<file path="config.mk">
export PLATFORM = sky130hd
export DESIGN_NAME = spi_reg_ctrl_flat
export DESIGN_NICKNAME = d
export VERILOG_FILES = /design/src/rtl/spi_reg_ctrl_pkg.sv /design/src/rtl/spi_reg_ctrl_if.sv /design/src/rtl/spi_reg_ctrl_sync_2ff.sv /design/src/rtl/spi_reg_ctrl.sv /design/src/flat_wrapper.sv
export SDC_FILE = /design/constraint.sdc
export NUM_CORES = 1
export LEC_CHECK = 0
export CAP_MARGIN = 10
export CORE_MARGIN = 5
export CORE_UTILIZATION = 41
export CTS_CLUSTER_SIZE = 8
export DETAILED_ROUTE_END_ITERATION = 10
export PLACE_DENSITY_LB_ADDON = 0.3
export SLEW_MARGIN = 20
export SYNTH_ARGS = -nofsm -noshare
export SYNTH_HDL_FRONTEND = slang
export SYNTH_SLANG_ARGS = --single-unit
export TNS_END_PERCENT = 100
</file>
<file path="constraint.sdc">
create_clock -name i_sys_clk -period 5.29 [get_ports i_sys_clk]
set_clock_uncertainty 0.05 [all_clocks]
set_input_delay 0.7935 -clock i_sys_clk [delete_from_list [all_inputs] [get_ports i_sys_clk]]
set_output_delay 0.7935 -clock i_sys_clk [all_outputs]
set_load 0.01 [all_outputs]
</file>
<file path="src/rtl/spi_reg_ctrl_pkg.sv">
// Shared command-byte layout, fill value and FSM state type for the SPI register sequencer.
package spi_reg_pkg;

    localparam int         CMD_WR_BIT   = 7;
    localparam int         CMD_INC_BIT  = 6;
    localparam int         CMD_ADDR_MSB = 5;
    localparam logic [7:0] TO_FILL      = 8'hFF;

    typedef enum logic [2:0] {
        IDLE,
        CMD,
        WDATA,
        RD_REQ,
        RD_WAIT,
        RD_SHIFT,
        DONE
    } state_e;

    typedef struct packed {
        logic                  wr;
        logic                  inc;
        logic [CMD_ADDR_MSB:0] addr;
    } cmd_t;

    function automatic cmd_t decode_cmd(input logic [7:0] b);
        cmd_t c;
        c.wr   = b[CMD_WR_BIT];
        c.inc  = b[CMD_INC_BIT];
        c.addr = b[CMD_ADDR_MSB:0];
        return c;
    endfunction

endpackage

</file>
<file path="src/rtl/spi_reg_ctrl_if.sv">
// Strobe-based register bus between the sequencer (master) and the config register file (slave).
interface spi_reg_ctrl_if #(
    parameter int ADDR_W = 6
);
    logic [ADDR_W-1:0] o_reg_addr;
    logic [7:0]        o_reg_wdata;
    logic              o_reg_wr;
    logic              o_reg_rd;
    logic [7:0]        i_reg_rdata;
    logic              i_reg_rd_ack;

    modport master (
        output o_reg_addr, o_reg_wdata, o_reg_wr, o_reg_rd,
        input  i_reg_rdata, i_reg_rd_ack
    );

    modport slave (
        input  o_reg_addr, o_reg_wdata, o_reg_wr, o_reg_rd,
        output i_reg_rdata, i_reg_rd_ack
    );
endinterface

</file>
<file path="src/rtl/spi_reg_ctrl_sync_2ff.sv">
// Two-flop synchroniser for a single level signal; resets to 1 (inactive CS).
module sync_2ff (
    input  logic clk,
    input  logic rst_b,
    input  logic d,
    output logic q
);
    logic meta;

    always_ff @(posedge clk or negedge rst_b) begin
        if (!rst_b) begin
            meta <= 1'b1;
            q    <= 1'b1;
        end else begin
            meta <= d;
            q    <= meta;
        end
    end
endmodule

</file>
<file path="src/rtl/spi_reg_ctrl.sv">
// Parses the SPI byte stream into single/burst register reads and writes and returns
// read data to spi_slave for MISO.
module spi_reg_ctrl
    import spi_reg_pkg::*;
#(
    parameter int ADDR_W     = 6,
    parameter int RD_TIMEOUT = 16
) (
    input  logic                  i_sys_clk,
    input  logic                  i_rst_b,
    input  logic                  i_spi_cs_b,
    input  logic                  i_rx_data_valid,
    input  logic [7:0]            i_rx_byte,
    output logic                  o_tx_data_valid,
    output logic [7:0]            o_tx_byte,
    spi_reg_ctrl_if.master        reg_bus,
    output logic                  o_busy,
    output logic                  o_rd_timeout
);
    localparam int CNT_W = $clog2(RD_TIMEOUT + 1);

    state_e            state, state_nxt;
    logic              cs_s, cs_d, cs_fall;
    logic [1:0]        settle_pipe;
    logic [ADDR_W-1:0] addr, addr_nxt, strobe_addr;
    logic              inc, inc_nxt;
    logic [CNT_W-1:0]  to_cnt, to_cnt_nxt;
    logic              wr_nxt, rd_nxt, tx_vld_nxt, timeout_hit;
    logic [7:0]        tx_byte_nxt;
    cmd_t              cmd;

    sync_2ff u_cs_sync (
        .clk   (i_sys_clk),
        .rst_b (i_rst_b),
        .d     (i_spi_cs_b),
        .q     (cs_s)
    );

    // The synchroniser comes out of reset at 1 regardless of the pin, so edge detection
    // waits until it has settled; a CS already low at reset release is not a new frame.
    always_ff @(posedge i_sys_clk or negedge i_rst_b) begin
        if (!i_rst_b) begin
            settle_pipe <= '0;
            cs_d        <= 1'b0;
        end else begin
            settle_pipe <= {settle_pipe[0], 1'b1};
            cs_d        <= settle_pipe[1] ? cs_s : 1'b0;
        end
    end

    assign cs_fall = cs_d & ~cs_s;
    assign cmd     = decode_cmd(i_rx_byte);
    assign o_busy  = (state != IDLE);

    always_comb begin
        state_nxt   = state;
        addr_nxt    = addr;
        inc_nxt     = inc;
        strobe_addr = addr;
        to_cnt_nxt  = to_cnt;
        wr_nxt      = 1'b0;
        rd_nxt      = 1'b0;
        tx_vld_nxt  = 1'b0;
        tx_byte_nxt = o_tx_byte;
        timeout_hit = 1'b0;

        case (state)
            IDLE: if (cs_fall) state_nxt = CMD;
            CMD: if (i_rx_data_valid) begin
                inc_nxt  = cmd.inc;
                addr_nxt = cmd.addr[ADDR_W-1:0];
                if (cmd.wr) begin
                    state_nxt = WDATA;
                end else begin
                    state_nxt   = RD_REQ;
                    rd_nxt      = 1'b1;
                    strobe_addr = addr_nxt;
                end
            end
            WDATA: if (i_rx_data_valid) begin
                wr_nxt = 1'b1;
                if (inc) addr_nxt  = addr + ADDR_W'(1);
                else     state_nxt = DONE;
            end
            RD_REQ: begin
                to_cnt_nxt = '0;
                state_nxt  = RD_WAIT;
            end
            RD_WAIT: begin
                if (reg_bus.i_reg_rd_ack) begin
                    tx_vld_nxt  = 1'b1;
                    tx_byte_nxt = reg_bus.i_reg_rdata;
                    state_nxt   = RD_SHIFT;
                end else if (to_cnt == CNT_W'(RD_TIMEOUT - 1)) begin
                    tx_vld_nxt  = 1'b1;
                    tx_byte_nxt = TO_FILL;
                    timeout_hit = 1'b1;
                    state_nxt   = RD_SHIFT;
                end else begin
                    to_cnt_nxt = to_cnt + CNT_W'(1);
                end
            end
            RD_SHIFT: if (i_rx_data_valid) begin
                if (inc) begin
                    addr_nxt    = addr + ADDR_W'(1);
                    strobe_addr = addr_nxt;
                    rd_nxt      = 1'b1;
                    state_nxt   = RD_REQ;
                end else begin
                    state_nxt = DONE;
                end
            end
            DONE: ;
            default: state_nxt = IDLE;
        endcase

        // CS deassertion abandons the frame; only a write byte already in hand commits.
        if (cs_s && state != IDLE) begin
            state_nxt   = IDLE;
            rd_nxt      = 1'b0;
            tx_vld_nxt  = 1'b0;
            tx_byte_nxt = o_tx_byte;
            timeout_hit = 1'b0;
        end
    end

    always_ff @(posedge i_sys_clk or negedge i_rst_b) begin
        if (!i_rst_b) begin
            state               <= IDLE;
            addr                <= '0;
            inc                 <= 1'b0;
            to_cnt              <= '0;
            reg_bus.o_reg_addr  <= '0;
            reg_bus.o_reg_wdata <= 8'h00;
            reg_bus.o_reg_wr    <= 1'b0;
            reg_bus.o_reg_rd    <= 1'b0;
            o_tx_data_valid     <= 1'b0;
            o_tx_byte           <= 8'h00;
            o_rd_timeout        <= 1'b0;
        end else begin
            state            <= state_nxt;
            addr             <= addr_nxt;
            inc              <= inc_nxt;
            to_cnt           <= to_cnt_nxt;
            reg_bus.o_reg_wr <= wr_nxt;
            reg_bus.o_reg_rd <= rd_nxt;
            if (wr_nxt || rd_nxt) reg_bus.o_reg_addr  <= strobe_addr;
            if (wr_nxt)           reg_bus.o_reg_wdata <= i_rx_byte;
            o_tx_data_valid  <= tx_vld_nxt;
            o_tx_byte        <= tx_byte_nxt;
            if (cs_fall)          o_rd_timeout <= 1'b0;
            else if (timeout_hit) o_rd_timeout <= 1'b1;
        end
    end
endmodule

</file>
<file path="src/flat_wrapper.sv">
// flat-port wrapper written by rule: the top's interface ports become plain ports
module spi_reg_ctrl_flat import spi_reg_pkg::*;
#(
    parameter int ADDR_W     = 6,
    parameter int RD_TIMEOUT = 16
)
  (i_sys_clk, i_rst_b, i_spi_cs_b, i_rx_data_valid, i_rx_byte, o_tx_data_valid, o_tx_byte, o_busy, o_rd_timeout, reg_bus_o_reg_addr, reg_bus_o_reg_wdata, reg_bus_o_reg_wr, reg_bus_o_reg_rd, reg_bus_i_reg_rdata, reg_bus_i_reg_rd_ack);
  spi_reg_ctrl_if #(.ADDR_W(ADDR_W)) reg_bus_i ();
  input  logic i_sys_clk;
  input  logic i_rst_b;
  input  logic i_spi_cs_b;
  input  logic i_rx_data_valid;
  input  logic [7:0] i_rx_byte;
  output logic o_tx_data_valid;
  output logic [7:0] o_tx_byte;
  output logic o_busy;
  output logic o_rd_timeout;
  output wire logic [$bits(reg_bus_i.o_reg_addr)-1:0] reg_bus_o_reg_addr;
  output wire logic [$bits(reg_bus_i.o_reg_wdata)-1:0] reg_bus_o_reg_wdata;
  output wire logic [$bits(reg_bus_i.o_reg_wr)-1:0] reg_bus_o_reg_wr;
  output wire logic [$bits(reg_bus_i.o_reg_rd)-1:0] reg_bus_o_reg_rd;
  input wire logic [$bits(reg_bus_i.i_reg_rdata)-1:0] reg_bus_i_reg_rdata;
  input wire logic [$bits(reg_bus_i.i_reg_rd_ack)-1:0] reg_bus_i_reg_rd_ack;
  assign reg_bus_o_reg_addr = reg_bus_i.o_reg_addr;
  assign reg_bus_o_reg_wdata = reg_bus_i.o_reg_wdata;
  assign reg_bus_o_reg_wr = reg_bus_i.o_reg_wr;
  assign reg_bus_o_reg_rd = reg_bus_i.o_reg_rd;
  assign reg_bus_i.i_reg_rdata = reg_bus_i_reg_rdata;
  assign reg_bus_i.i_reg_rd_ack = reg_bus_i_reg_rd_ack;
  spi_reg_ctrl #(.ADDR_W(ADDR_W), .RD_TIMEOUT(RD_TIMEOUT)) u_core (.i_sys_clk(i_sys_clk), .i_rst_b(i_rst_b), .i_spi_cs_b(i_spi_cs_b), .i_rx_data_valid(i_rx_data_valid), .i_rx_byte(i_rx_byte), .o_tx_data_valid(o_tx_data_valid), .o_tx_byte(o_tx_byte), .reg_bus(reg_bus_i), .o_busy(o_busy), .o_rd_timeout(o_rd_timeout));
endmodule
</file>
==> results.md, run 1 <==
* Die X at 87.46 µm
* DRC viols at 0
* Number of clock sinks seen by CTS at 46
* Comb power frac at 0.357
* Number of enable-type register cells in the synthesized netlist at 0
* PnR worst setup slack at 2358 ps
* Count of inserted antenna diode cells at 0
* Mapped Area at 2460 µm²
* Crit path kind: reg2out
* Area growth from synthesis to layout at 24.36%
* Count of routing violations after the opening detailed-route iteration at 202
* Top library cells by usage in the layout, fill and taps aside: 46 x clkdlybuf4s50_1, 44 x dfrtp_1, 25 x nor2_1
* Hold/Removal Path Class: reg2reg
* Wire length per cell at 15.26 µm
* Sw Share at 0.3240
* # rows at 28
* Total congestion overflow at 0
* Maximum capacitance violations at 0
* Total power density per cell area at 423.5 nW/µm²
* Number of antenna violations at the first check in global routing at 0
* Clock-pin slew on the worst setup and hold paths at 80 ps
* Kind of end point of the critical path: output port
* Worst setup slack for register-to-register paths at 2960 ps
* Height of the die at 87.46 µm
* Synth Area in Adders at 0.01526
* Summed negative setup slack over all endpoints at 0 ps
* Compound-cell area share of the yosys netlist at 0.1567
* First-pass GRT wire length at 9225 µm
* Buffers inserted during post-CTS setup optimization at 0
* Net count of the mapped netlist at 263
* Last weighted congestion value of the routability-driven placer at 0.8625
* Htree depth at 2
* Post-layout net count at 303
* Clock power share at 0.196
* Most frequent standard cell in the layout excluding fill and tap cells: clkdlybuf4s50_1
* Via count of the first global-routing pass at 1857
* Maximum number of pins on one net before global-route repair at 47
* Internal Power at 0.0008758 W
* Simple-gate portion of the synthesized area at 0.2355
* Largest buffer count on any clock path at 2
* Max VDD drop at 0.1814 mV
* Share of layout cells above drive strength 1 at 0.1143
* Dominant combinational cell family by area after synthesis: simple AND/OR/NAND/NOR gates
* Fraction of synthesized area in multiplexers at 0.07121
* Number of optimization iterations in the first detailed-route pass at 4
* Count of input and output buffers at 47
* Standby leakage power at 1.275 nW
* Routed via count at 1938
* Vias/cell at 5.459
* Fill cell total of the finished layout at 558
* Clk Latency, worst-skew pair at 300 ps
* Effective utilization at floorplan at 0.4179
* Xor-xnor portion of the synthesized cell area at 0.007121
* Number of max-slew violations in the final report at 0
* Clock tree from TritonCTS: built
* Result of the run: completed
* Maximum achievable frequency at 341.0 MHz
* Final Hold Vio Count at 0
* Fraction of registers with async set or reset after synthesis at 1.000
* Flop and latch count out of synthesis at 46
* Post-detailed-placement half-perimeter wirelength at 3868 µm
* Actual transition at the worst max-transition pin at 1046 ps
* Total of hold buffers inserted after clock tree synthesis at 0
* Period minus WS final at 2932 ps
* I/O Pins at 48
* Setup crit start kind: flop
* Distinct cells, synth at 60
* CTS Buf Count at 5
* Headroom to the max-slew limit at 0.3028
* Dpl ws at 2531 ps
* Maximum fanout along the worst path at 34
* Cell chosen for the clock root: clkbuf_8
* Yosys warns at 0
* Per-instance average area after synthesis at 10.29 µm²
* Area after DPL at 2948 µm²
* Tcrit/Tclk final at 0.5543
* Seq/Total Area, Yosys at 0.4690
* Post-detailed-routing wire length at 5418 µm
* Relative contribution of sequential cells to total power at 0.446
* Most common flop cell mapped by yosys: dfrtp_1
* Core area at 5886 µm²
* Summed area of non-filler cells in the final layout at 3059 µm²
* RSZ-0062 raised after global routing: false
* WP data arrival at 2090 ps
* DRT antenna net count at 0
* Setup violations, final at 0
* Cells resized by post-CTS repair at 0
* Worst hold slack after final layout at 304.6 ps
* Switching Power at 0.0004198 W
* Required time of the critical path at 4450 ps
* Total routing resource utilization after global routing at 0.1524
* Die outline area at 7648 µm²
* Instance count of the mapped netlist at 239
==> metal layers <==
layer	GRT usage	vias to the layer above	part of all wire
li1	-	947	-
met2	0.2247	61	0.43
met4	0.04603	0	0.014
met3	0.03595	6	0.066
met1	0.2213	924	0.49
met5	0	-	0
==> logic make-up (layout without fill, tap and decap cells) <==
kind of cell	count (synthesis)	in the layout
AND/OR/NAND/NOR	100	100
AO/OA/AOI/OAI	50	50
flip-flops	46	46
buffers and inverters	21	62
multiplexers	16	16
adder cells (fa/ha/maj)	3	3
XOR/XNOR	2	2
other	1	1
==> area by class of cell <==
type | instances | area (µm²) | share of cell area
Sequential cell | 46 | 1154 | 0.3771
Tap cell | 75 | 93.84 | 0.03067
Clock inverter | 3 | 40.04 | 0.01309
Clock buffer | 5 | 68.82 | 0.02249
Multi-Input combinational cell | 172 | 1205 | 0.3939
Timing Repair Buffer | 48 | 475.5 | 0.1554
Inverter | 6 | 22.52 | 0.007362
==> path summary, 6_finish.rpt <==
kind	from	endpoint	cells past startpoint
setup / recovery	u_core.state[2]$_DFFE_PN0P_	o_busy	2
hold reg to reg	u_core.settle_pipe[0]$_DFF_PN0_	u_core.settle_pipe[1]$_DFF_PN0_	0
setup reg to reg	u_core.state[2]$_DFFE_PN0P_	u_core.to_cnt[4]$_DFFE_PN0P_	4
min in group asynchronous	i_rst_b	u_core.o_tx_data_valid$_DFF_PN0_	1
hold / removal	u_core.settle_pipe[0]$_DFF_PN0_	u_core.settle_pipe[1]$_DFF_PN0_	0
max in group asynchronous	i_rst_b	u_core.u_cs_sync.q$_DFF_PN1_	1
==> stage by stage <==
step | power [W] | cells | utilization
6_report | 0.001296 | 355 | 0.5198
5_1_grt | 0.001388 | 355 | 0.5198
4_1_cts | 0.001311 | 355 | 0.5193
3_5_place_dp | 0.001050 | 347 | 0.5009
3_3_place_gp | 0.001036 | 347 | 0.5009
2_1_floorplan | 0.0008151 | 239 | -
==> cells in the mapped netlist, types with 6 or more instances <==
master / number / area (µm²)
nor2_1: 25 / 93.84
a21oi_1: 8 / 40.04
nand3_1: 10 / 50.05
buf_2: 8 / 40.04
o22ai_1: 6 / 37.54
mux2_2: 9 / 101.4
nand2_1: 11 / 41.29
dfrtp_1: 44 / 1101
nor3_1: 13 / 65.06
nand2b_1: 6 / 37.54
and3_1: 6 / 37.54
o22a_1: 6 / 52.55
==> power groups by stage <==
stage / registers (W) / logic (W) / clock network (W)
6_report: 0.000578 / 0.000463 / 0.000255
5_1_grt: 0.000603 / 0.000507 / 0.000279
4_1_cts: 0.000578 / 0.000469 / 0.000265
3_5_place_dp: 0.000584 / 0.000466 / 0
3_3_place_gp: 0.000579 / 0.000457 / 0
2_1_floorplan: 0.000576 / 0.000239 / 0
==> registers in the layout, summed over array words and instances (netlist names), 2 cells and up <==
signal,count
u_core.to_cnt,5
u_core.o_tx_byte,8
u_core.addr,6
u_core.reg_bus.o_reg_addr,6
u_core.settle_pipe,2
u_core.state,3
u_core.reg_bus.o_reg_wdata,8
==> worst max-delay path, stage by stage, from the launching register on <==
cell	delay, ps
dfrtp_1	1040
or3_1	220
clkdlybuf4s50_1	530
Power figures use the tool's default switching activity.
==> run 2: changes to the inputs <==
==> constraint.sdc (replaced) <==
create_clock -name i_sys_clk -period 2.5 [get_ports i_sys_clk]
set_clock_uncertainty 0.05 [all_clocks]
set_input_delay 0.375 -clock i_sys_clk [delete_from_list [all_inputs] [get_ports i_sys_clk]]
set_output_delay 0.375 -clock i_sys_clk [all_outputs]
set_load 0.01 [all_outputs]
==> results.md, run 2 (synthesis gave the netlist of run 1 again) <==
* Result of the run: completed
* Die outline area at 7648 µm²
* Headroom to the max-slew limit at 0.6161
* Largest registers in the final layout: u_core.o_tx_byte (8), u_core.reg_bus.o_reg_wdata (8)
* RSZ-0062 raised after global routing: false
* Share of layout cells above drive strength 1 at 0.1268
* Post-detailed-placement half-perimeter wirelength at 3910 µm
* Met1 wire length at 2776 µm
* Actual transition at the worst max-transition pin at 575.8 ps
* Top Metal Used: met4
* DRC viols at 0
* Post-layout net count at 308
* Total of hold buffers inserted after clock tree synthesis at 0
* Layout Utilization at 0.5206
* Number of clock sinks seen by CTS at 46
* Total power density per cell area at 862.4 nW/µm²
* Last weighted congestion value of the routability-driven placer at 0.8593
* Maximum capacitance violations at 0
* CTS Buf Count at 5
* Setup violations, final at 0
* Count of inserted antenna diode cells at 0
* Effective utilization at floorplan at 0.4179
* Most frequent standard cell in the layout excluding fill and tap cells: clkdlybuf4s50_1
* First-pass GRT wire length at 9453 µm
* Met3 Routed Length at 321 µm
* Die X at 87.46 µm
* Top library cells by usage in the layout, fill and taps aside: 46 x clkdlybuf4s50_1, 44 x dfrtp_1, 25 x nor2_1
* Period minus WS final at 2193 ps
* Required time of the critical path at 2080 ps
* DRT antenna net count at 0
* Clk Latency, worst-skew pair at 300 ps
* Largest buffer count on any clock path at 2
* Htree depth at 2
* Core area at 5886 µm²
* Summed negative setup slack over all endpoints at 0 ps
* # rows at 28
* Hold/Removal Path Class: in2async
* Routed length on met2 at 2302 µm
* Number of optimization iterations in the first detailed-route pass at 4
* Routed via count at 1962
* I/O Pins at 48
* Kind of end point of the critical path: output port
* Maximum achievable frequency at 456.0 MHz
* Clock-pin slew on the worst setup and hold paths at 80 ps
* Max VDD drop at 0.4658 mV
* Area growth from synthesis to layout at 24.57%
* Critical Path Max Stage Delay at 560 ps
* Setup crit start kind: flop
* Buffers inserted during post-CTS setup optimization at 0
* Number of antenna violations at the first check in global routing at 0
* Height of the die at 87.46 µm
* Critical Path, Cell by Cell: or3_1 -> clkdlybuf4s50_1
* Maximum number of pins on one net before global-route repair at 47
* CP max-delay cell: dfrtp_1
* Cells resized by post-CTS repair at 0
* Final Hold Vio Count at 0
* Crit path kind: reg2out
* Count of routing violations after the opening detailed-route iteration at 172
* Cell chosen for the clock root: clkbuf_8
* Number of max-slew violations in the final report at 0
* Wire length per cell at 15.29 µm
* Total congestion overflow at 0
* Count of input and output buffers at 47
* Via count of the first global-routing pass at 1944
* Tcrit/Tclk final at 0.8772
* Total routing resource utilization after global routing at 0.1550
* Maximum fanout along the worst path at 16
* WP data arrival at 1770 ps
* Post-detailed-routing wire length at 5490 µm
* Standby leakage power at 1.286 nW
* Vias/cell at 5.465
* Clock tree from TritonCTS: built
==> run 2: power breakdown <==
group | total (W) | switching (W) | internal [W]
clock network | 0.000427 | 0.000239 | 0.000188
logic | 0.000998 | 0.000414 | 0.000585
registers | 0.00122 | 0.000236 | 0.000982
==> run 2: layout make-up <==
class,instances,area [µm²]
Clock buffer,5,68.82
Inverter,6,22.52
Fill cell,548,2821
Clock inverter,2,10.01
Multi-Input combinational cell,172,1205
Timing Repair Buffer,53,510.5
Tap cell,75,93.84
Sequential cell,46,1154
==> run 2: path summary, 6_finish.rpt <==
kind                                                              to  cells after the start  slack (ps)                             from
min in group i_sys_clk               u_core.settle_pipe[1]$_DFF_PN0_                      0         300  u_core.settle_pipe[0]$_DFF_PN0_
setup reg to reg            u_core.reg_bus.o_reg_addr[1]$_DFFE_PN0P_                      3         390      u_core.state[1]$_DFFE_PN0P_
hold / removal                            u_core.addr[5]$_DFFE_PN0P_                      2         100                          i_rst_b
hold reg to reg                      u_core.settle_pipe[1]$_DFF_PN0_                      0         300  u_core.settle_pipe[0]$_DFF_PN0_
max in group asynchronous  u_core.reg_bus.o_reg_wdata[7]$_DFFE_PN0P_                      2        1900                          i_rst_b
setup / recovery                                              o_busy                      2         310      u_core.state[2]$_DFFE_PN0P_
==> run 2: critical path: cells and delay by family (launching register included) <==
family                 cells  cell delay [ps]
AND/OR/NAND/NOR            1              430
buffers and inverters      1              480
flip-flops                 1              560
==> run 2: metal layers <==
layer	global-route usage	vias up
met2	0.2288	70
met1	0.2184	927
li1	-	955
met3	0.03027	10
met5	0	-
met4	0.07113	0
==> run 2: per-stage QoR <==
stage / total power (W) / setup WS (ps) / std cells / area (µm²) / hold WS (ps)
after floorplan: 0.001725 / 464.4 / 239 / 2460 / 29.41
after global placement: 0.002211 / 341.2 / 352 / 2985 / 283.4
after detailed placement: 0.002232 / 276.9 / 352 / 2985 / 287.8
after CTS: 0.002673 / 283.5 / 359 / 3064 / 122.9
after global routing: 0.002824 / 235.2 / 359 / 3064 / 171.0
final: 0.002642 / 306.9 / 359 / 3064 / 102.3
==> run 3: changes to the inputs <==
==> constraint.sdc (replaced) <==
create_clock -name i_sys_clk -period 2.03 [get_ports i_sys_clk]
set_clock_uncertainty 0.05 [all_clocks]
set_input_delay 0.3045 -clock i_sys_clk [delete_from_list [all_inputs] [get_ports i_sys_clk]]
set_output_delay 0.3045 -clock i_sys_clk [all_outputs]
set_load 0.01 [all_outputs]
==> results.md, run 3 (synthesis gave the netlist of run 1 again) <==
* CTS Buf Count at 5
* Number of optimization iterations in the first detailed-route pass at 4
* Clock-pin slew on the worst setup and hold paths at 70 ps
* Total power density per cell area at 1040 nW/µm²
* Required time of the critical path at 1680 ps
* Fraction of met2 tracks used by global routing at 0.2301
* Routed via count at 2025
* Period minus WS final at 1957 ps
* Post-detailed-placement half-perimeter wirelength at 4050 µm
* RSZ-0062 raised after global routing: false
* Wire length per cell at 15.16 µm
* Area growth from synthesis to layout at 30.47%
* PnR worst setup slack at 72.52 ps
* Maximum achievable frequency at 510.9 MHz
* Last weighted congestion value of the routability-driven placer at 0.8544
* DRC viols at 0
* Actual transition at the worst max-transition pin at 543.0 ps
* Flip-flop and latch area at 1157 µm²
* Clock tree from TritonCTS: built
* Hold/Removal Path Class: reg2reg
* I/O Pins at 48
* Dpl ws at -66.09 ps
* Maximum fanout along the worst path at 6
* Cell chosen for the clock root: clkbuf_8
* Final Hold Vio Count at 0
* Share of layout cells above drive strength 1 at 0.1717
* Top library cells by usage in the layout, fill and taps aside: 46 x clkdlybuf4s50_1, 41 x dfrtp_1, 25 x nor2_1
* Result of the run: completed
* Total routing resource utilization after global routing at 0.1558
* Met3 Usage GRT at 0.03879
* Max VDD drop at 0.5496 mV
* Die X at 87.46 µm
* Number of antenna violations at the first check in global routing at 0
* CP max-delay cell: clkdlybuf4s50_1
* Post-layout net count at 322
* Largest buffer count on any clock path at 2
* Most frequent standard cell in the layout excluding fill and tap cells: clkdlybuf4s50_1
* Maximum number of pins on one net before global-route repair at 30
* DRT antenna net count at 0
* Crit path kind: reg2out
* Height of the die at 87.46 µm
* Routing usage on met1 at 0.2268
* Total congestion overflow at 0
* Vias/cell at 5.444
* Core area at 5886 µm²
* Multi-input gate area in the final layout at 1210 µm²
* Die outline area at 7648 µm²
* Number of standard cells in the layout, taps in and fillers out at 372
* Via count of the first global-routing pass at 1944
* Effective utilization at floorplan at 0.4179
* Tcrit/Tclk final at 0.9643
* Standby leakage power at 1.358 nW
* Count of routing violations after the opening detailed-route iteration at 206
* Kind of end point of the critical path: output port
* Maximum capacitance violations at 0
* Summed negative setup slack over all endpoints at 0 ps
* Clk Latency, worst-skew pair at 290 ps
* Count of input and output buffers at 47
* Number of clock sinks seen by CTS at 46
* WP data arrival at 1600 ps
* Post-detailed-routing wire length at 5639 µm
* Largest registers in the final layout: u_core.o_tx_byte (8), u_core.reg_bus.o_reg_wdata (8)
* # rows at 28
* Critical Path, Cell by Cell: or3_1 -> clkdlybuf4s50_1
* First-pass GRT wire length at 9480 µm
* Setup violations, final at 0
* Htree depth at 2
* Setup crit start kind: flop
* Number of max-slew violations in the final report at 0
* Headroom to the max-slew limit at 0.6380
* Count of inserted antenna diode cells at 0
* Fill cell total of the finished layout at 516
* Critical Path Max Stage Delay at 480 ps
* Most congested layer reported by global routing: met2
* Number of placed instances with taps included at 359
run 3: cell types whose count changed in the layout (fill, tap and decap cells not counted), moves of 2 or more:
cell and change:
buf_4 +11, dfrtp_1 -3, dfrtp_2 +3, buf_12 +2, clkinv_2 -2
run 3: layout make-up:
| cell class | count | share of cell area |
|---|---|---|
| clock buffers | 6 | 0.02573 |
| well taps | 75 | 0.02924 |
| repair buffers | 67 | 0.2004 |
| multi-input cells | 172 | 0.3770 |
| inverters | 6 | 0.007018 |
| flip-flops and latches | 46 | 0.3606 |
run 3: power by group:
part	leakage (nW)	internal (W)	switching, W
clock network	0.0431	0.000263	0.000278
logic	0.751	0.000777	0.000534
registers	0.564	0.00121	0.000277
total	1.36	0.00225	0.00109
run 3: worst paths after layout:
kind	startpoint	to	slack [ps]	depth (start not counted)
worst max-delay path	u_core.state[2]$_DFFE_PN0P_	o_busy	70	2
worst min-delay path	u_core.settle_pipe[0]$_DFF_PN0_	u_core.settle_pipe[1]$_DFF_PN0_	300	0
worst max register to register	u_core.to_cnt[0]$_DFFE_PN0P_	u_core.to_cnt[4]$_DFFE_PN0P_	120	7
worst min register to register	u_core.settle_pipe[0]$_DFF_PN0_	u_core.settle_pipe[1]$_DFF_PN0_	300	0
max in group asynchronous	i_rst_b	u_core.u_cs_sync.meta$_DFF_PN1_	860	3
min in group asynchronous	i_rst_b	u_core.o_tx_byte[1]$_DFFE_PN0P_	470	2
run 3: worst max-delay path, delay by kind of cell, from the launching register on:
family                 cells  cell delay, ps
buffers and inverters      1             480
DFF                        1             450
and+or+nand+nor            1             380
run 3: timing repair:
action | 4_1_cts | 5_1_grt
setup buffers | 2 | 4
hold buffers | 1 | 0
gates resized for setup | 2 | 1
endpoints found under the setup margin | 1 | 2
endpoints found under the hold margin | 21 | 0
run 3: layer usage:
layer / wire [µm] / vias to the layer above
met2: 2411 / 62
met3: 398 / 8
li1: - / 988
met5: 0 / -
met1: 2765 / 967
met4: 63 / 0
run 3: metrics by stage:
step                      total power, W  hold WS (ps)  instance area (µm²)    util
final                           0.003338         303.8                 3209  0.5453
after global routing            0.003562         314.4                 3209  0.5453
after CTS                       0.003354         309.3                 3178  0.5400
after detailed placement        0.002785         261.1                 3068  0.5213
after global placement          0.002759         255.1                 3068  0.5213
after floorplan                 0.002125        -41.09                 2465       -
